`src/rtl/hazard_forward_ctrl.sv`:
```
// Hazard detection and operand-forwarding controller that sits beside the ID stage.
// Optional performance counters are enabled with the HFU_PERF_CNT_EN macro.
module hazard_forward_ctrl #(
   parameter int unsigned NUM_FWD_STAGES = 3,
   parameter int unsigned REG_ADDR_W     = 5,
   localparam int unsigned SEL_W         = $clog2(NUM_FWD_STAGES + 1)
) (
   input  logic                                 clk,
   input  logic                                 reset,
   input  logic [REG_ADDR_W-1:0]                id_rs1,
   input  logic [REG_ADDR_W-1:0]                id_rs2,
   input  logic                                 id_rs1_used,
   input  logic                                 id_rs2_used,
   input  logic                                 id_is_branch,
   input  logic [NUM_FWD_STAGES*REG_ADDR_W-1:0] fwd_rd,
   input  logic [NUM_FWD_STAGES-1:0]            fwd_we,
   input  logic [NUM_FWD_STAGES-1:0]            fwd_load,
   input  logic                                 mem_busy,
   output logic [SEL_W-1:0]                     mux_pa_sel,
   output logic [SEL_W-1:0]                     mux_pb_sel,
   output logic                                 pc_en,
   output logic                                 if_id_en,
   output logic                                 cumux_sel,
   output logic                                 pipe_en
`ifdef HFU_PERF_CNT_EN
   ,
   output logic [31:0]                          stall_cycles,
   output logic [31:0]                          freeze_cycles
`endif
);

   typedef enum logic {RUN, STALL} state_t;

   state_t           state_q, state_d;
   logic [1:0]       cnt_q, cnt_d;
   logic [SEL_W-1:0] op_sel [2];
   logic [1:0]       op_need [2];
   logic [1:0]       bubble_c;

   // Per-operand forwarding source and the bubbles that source still needs
   always_comb begin
      logic [REG_ADDR_W-1:0] rs;
      logic                  used;
      logic                  hit;
      for (int op = 0; op < 2; op++) begin
         rs          = (op == 0) ? id_rs1 : id_rs2;
         used        = (op == 0) ? id_rs1_used : id_rs2_used;
         hit         = 1'b0;
         op_sel[op]  = '0;
         op_need[op] = 2'd0;
         for (int k = 0; k < int'(NUM_FWD_STAGES); k++) begin
            if (!hit && used && (rs != '0) && fwd_we[k] &&
                (fwd_rd[k*REG_ADDR_W +: REG_ADDR_W] == rs)) begin
               hit        = 1'b1;
               op_sel[op] = SEL_W'(k + 1);
               if (fwd_load[k]) begin
                  if (id_is_branch) op_need[op] = (k < 2) ? 2'(2 - k) : 2'd0;
                  else              op_need[op] = (k < 1) ? 2'd1 : 2'd0;
               end else begin
                  op_need[op] = (id_is_branch && (k < 1)) ? 2'd1 : 2'd0;
               end
            end
         end
      end
      bubble_c = (op_need[0] > op_need[1]) ? op_need[0] : op_need[1];
   end

   // Next state and pipeline control; freeze outranks any pending hazard
   always_comb begin
      state_d    = state_q;
      cnt_d      = cnt_q;
      pc_en      = 1'b1;
      if_id_en   = 1'b1;
      pipe_en    = 1'b1;
      cumux_sel  = 1'b0;
      mux_pa_sel = op_sel[0];
      mux_pb_sel = op_sel[1];
      if (reset) begin
         mux_pa_sel = '0;
         mux_pb_sel = '0;
         state_d    = RUN;
         cnt_d      = 2'd0;
      end else if (mem_busy) begin
         pc_en    = 1'b0;
         if_id_en = 1'b0;
         pipe_en  = 1'b0;
      end else begin
         case (state_q)
            RUN: begin
               if (bubble_c != 2'd0) begin
                  pc_en     = 1'b0;
                  if_id_en  = 1'b0;
                  cumux_sel = 1'b1;
                  if (bubble_c == 2'd2) begin
                     state_d = STALL;
                     cnt_d   = 2'd1;
                  end
               end
            end
            STALL: begin
               pc_en     = 1'b0;
               if_id_en  = 1'b0;
               cumux_sel = 1'b1;
               if (cnt_q != 2'd0) cnt_d = cnt_q - 2'd1;
               if (cnt_q <= 2'd1) state_d = RUN;
            end
            default: state_d = RUN;
         endcase
      end
   end

   always_ff @(posedge clk) begin
      if (reset) begin
         state_q <= RUN;
         cnt_q   <= 2'd0;
      end else begin
         state_q <= state_d;
         cnt_q   <= cnt_d;
      end
   end

`ifdef HFU_PERF_CNT_EN
   logic [31:0] stall_cycles_q, stall_cycles_d;
   logic [31:0] freeze_cycles_q, freeze_cycles_d;

   // Saturating event counters
   always_comb begin
      stall_cycles_d  = stall_cycles_q;
      freeze_cycles_d = freeze_cycles_q;
      if (cumux_sel && (stall_cycles_q != 32'hFFFF_FFFF))
         stall_cycles_d = stall_cycles_q + 32'd1;
      if (mem_busy && !reset && (freeze_cycles_q != 32'hFFFF_FFFF))
         freeze_cycles_d = freeze_cycles_q + 32'd1;
   end

   always_ff @(posedge clk) begin
      if (reset) begin
         stall_cycles_q  <= 32'd0;
         freeze_cycles_q <= 32'd0;
      end else begin
         stall_cycles_q  <= stall_cycles_d;
         freeze_cycles_q <= freeze_cycles_d;
      end
   end

   assign stall_cycles  = stall_cycles_q;
   assign freeze_cycles = freeze_cycles_q;
`endif

endmodule

```
`config.mk`:
```
export PLATFORM = sky130hd
export DESIGN_NAME = hazard_forward_ctrl
export DESIGN_NICKNAME = d
export VERILOG_FILES = /design/src/rtl/hazard_forward_ctrl.sv
export SDC_FILE = /design/constraint.sdc
export NUM_CORES = 1
export LEC_CHECK = 0
export CAP_MARGIN = 30
export CORE_ASPECT_RATIO = 1.5
export CORE_MARGIN = 2
export CORE_UTILIZATION = 35
export DETAILED_ROUTE_END_ITERATION = 8
export GPL_ROUTABILITY_DRIVEN = 0
export PLACE_DENSITY = 0.76
export SLEW_MARGIN = 15
export SYNTH_ARGS = -nofsm -noshare
export SYNTH_HDL_FRONTEND = slang
export SYNTH_SLANG_ARGS = --single-unit
```
`constraint.sdc`:
```
create_clock -name clk -period 5.5 [get_ports clk]
set_input_delay 1.65 -clock clk [delete_from_list [all_inputs] [get_ports clk]]
set_output_delay 1.65 -clock clk [all_outputs]
set_load 0.01 [all_outputs]
```
==> results <==
## kinds of logic after synthesis
group | synth area share [%]
mux | 2.35
flops | 7.06
fa+ha+maj | 8.82
compound gates | 21.9
xor+xnor | 30.9
simple gates | 23.7
buf+inv | 5.29
## state kept, by name, indices dropped and copies added (netlist names)
name	flops
state_q	1
cnt_q	2
## placed cells by master (no fill, tap or decap), types with 2 or more instances in the layout
| cell | instances |
|---|---|
| a21oi_1 | 8 |
| and3_1 | 2 |
| buf_2 | 6 |
| buf_4 | 38 |
| buf_6 | 8 |
| clkbuf_4 | 3 |
| clkdlybuf4s50_1 | 18 |
| dfxtp_1 | 3 |
| dlygate4sd2_1 | 7 |
| dlymetal6s2s_1 | 2 |
| ha_1 | 3 |
| ha_4 | 3 |
| inv_1 | 7 |
| nand2_1 | 5 |
| nand3_1 | 2 |
| nand3_4 | 2 |
| nor2_1 | 6 |
| nor3_1 | 4 |
| nor3_2 | 2 |
| nor4_1 | 5 |
| o21ai_0 | 2 |
| o21ai_2 | 2 |
| o21ai_4 | 2 |
| or4_4 | 2 |
| xnor2_1 | 13 |
| xor2_1 | 15 |
## what timing repair did
action	4_1_cts	5_1_grt
resized for setup	77	43
setup buffers	7	5
pin swaps	17	17
endpoints found under the hold margin	0	0
setup endpoints to repair	3	3
hold buffers	0	0
## per-stage QoR
stage	hold slack, ns	util (%)
CTS	0.505	70.8
global placement	0.497	67.5
global route	0.528	79.7
finish	0.503	79.7
detailed placement	0.506	67.5
floorplan	0.474	-
## power by group through the flow
stage	clock [uW]	combinational [uW]	sequential, uW
after floorplan	0	31.2	22.3
after global placement	0	84.1	22.3
after detailed placement	0	86.9	22.3
after CTS	43.4	88.1	21.9
after global routing	46.0	106	21.9
final	42.5	99.3	21.9
## final timing paths
check                         from                     to  slack [ns]  depth (start not counted)
min           state_q$_SDFFE_PP0N_  cnt_q[1]$_SDFFE_PP0P_        0.50                          1
min reg2reg   state_q$_SDFFE_PP0N_  cnt_q[1]$_SDFFE_PP0P_        0.50                          1
max                      id_rs1[3]              cumux_sel       -0.23                         12
max reg2reg  cnt_q[1]$_SDFFE_PP0P_  cnt_q[1]$_SDFFE_PP0P_        3.91                          9
## critical path, cell delays in order
cell and delay [ns]:
buf_2 0.15, xor2_1 0.17, nor4_1 0.29, and3_2 0.27
mux2i_2 0.23, nand2b_4 0.16, ha_4 0.21, o21ai_2 0.07
a21oi_2 0.08, or3_4 0.39, a311oi_2 0.23, buf_2 0.17
## routing by layer
layer | up-vias | track usage (%)
li1 | 588 | -
met1 | 584 | 19.6
met2 | 78 | 46.7
met3 | 27 | 2.26
met4 | 0 | 18.2
met5 | - | 0
## area by class of cell
type	instances	area, um2
Clock buffer	4	26.3
Inverter	8	30.0
Timing Repair Buffer	82	702
Tap cell	23	28.8
Fill cell	154	458
Sequential cell	3	60.1
Multi-Input combinational cell	103	955
==> summary.json <==
{
  "outcome": "complete, but fails checks",
  "violated_checks": "negative setup slack",
  "cts_buffer_count": 3,
  "postLayoutSetupSlackWorst_ns": -0.233,
  "floorplan.initialDensity_pct": 37.7,
  "die_area_um2": 2850,
  "clock.fmax_ghz": 0.174,
  "floorplan.die.width_um": 44.3,
  "routed_via_density": 5.73,
  "report.final.setup_viol": 3,
  "pwr-share-clk_pct": 26.0,
  "m1WireLength_um": 1090,
  "floorplan.core_area_um2": 2260,
  "worst_setup_hold_path_clk_slew_ns": 0.04,
  "yosys.area.top_type_share_pct": 16.5,
  "detail_route.drc_violations": 0,
  "post_synth_edffs": 0,
  "final_layout_size_suffix_gt1_share_pct": 45.5,
  "maxUsedRoutingLayer": "met4",
  "synth_area_um2": 851,
  "clkSinkCount": 3,
  "power.static_leakage_uw": 0.000753,
  "nets": 244,
  "p_int_uw": 105,
  "setup-tns-final_ns": -0.606,
  "global_route.overflow_total": 0,
  "grt_start_max_net_pins": 12,
  "post_placement_setup_slack_ns": -1.12,
  "portBuffers": 43,
  "data_required_time_at_the_worst_endpoint_ns": 3.85,
  "synth_cells": 117,
  "cts.htree.levels": 1,
  "synth_nets": 160,
  "synth.yosys.warnings": 0,
  "firstDrtPassIters": 4,
  "seq_area_frac_synth_pct": 7.06,
  "synth_area_leaders": "xor2_1, xnor2_1, ha_1, dfxtp_1, a21oi_1",
  "max_slew.worst_pin.slew_ns": 0.736,
  "clockRootBuffer": "clkbuf_4",
  "max-slew-margin-rel_pct": 50.4,
  "antenna_found_initial": 0,
  "timing.critical_path.from_type": "primary input",
  "irDropWorstVdd_uv": 55.4,
  "hpwlAfterDp_um": 2490,
  "power_frac_seq_pct": 13.4,
  "place_area_um2": 1530,
  "wl_met3_um": 213,
  "synth_async_sr_flop_share_pct": 0,
  "totalWireLength_um": 3550,
  "p_sw_uw": 58.3,
  "report.final.hold_viol_count": 0,
  "mean_post_synth_cell_area_um2": 7.27,
  "ys_dominant_reg_cell": "dfxtp_1",
  "setup.worst_path.class": "primary input to output port",
  "antenna_cells": 0,
  "grt_first_pass_wirelength_um": 4930,
  "placedCellCount": 209,
  "instances_no_fill": 223,
  "tritoncts": "yes",
  "clock_latency_ns": 0.25,
  "core.rowCount": 21,
  "signal_arrival_time_at_the_worst_endpoint_ns": 4.08,
  "final_area_um2": 1800,
  "hold_class": "flip-flop to flip-flop",
  "unrepaired_setup_endpoints_after_global_routing": "true",
  "finalPower_uw": 164,
  "clock_skew_ns": 0.00372,
  "yosys.cell_types.count": 33,
  "initialDrtViolationCount": 25,
  "dr_wl_met2_um": 1960,
  "power_frac_comb_pct": 60.6,
  "synth_largest_area_cell": "xor2_1",
  "peak_fanout_along_the_critical_path": 4,
  "antenna_violation_net_count_after_detailed_routing": 0,
  "first_global_vias": 1219,
  "ys_seq_elements": 3,
  "most_frequently_used_cell_type_in_the_post_synthesis_netlist": "xor2_1",
  "die_y_um": 64.4,
  "max_cap_violations": 0,
  "critical_path_end_type": "output port",
  "area.growth.synth_to_final_pct": 112,
  "finalMaxSlewViolations": 0,
  "io_pins": 45,
  "ctsLongestPathBuffers": 2,
  "route.detailed.wl_per_inst_um": 15.9,
  "dr_total_vias": 1277,
  "time_the_final_worst_path_needs_with_i_o_delays_and_setup_ns": 5.73,
  "fin_crit_sh_pct": 104,
  "synth.cells.most_frequent": "xor2_1, xnor2_1, a21oi_1",
  "pd_cells_nw_per_um2": 90.8,
  "groute.usage.overall_pct": 23.7,
  "netSwitchingFraction_pct": 35.6
}
(Power assumes the default switching activity.)
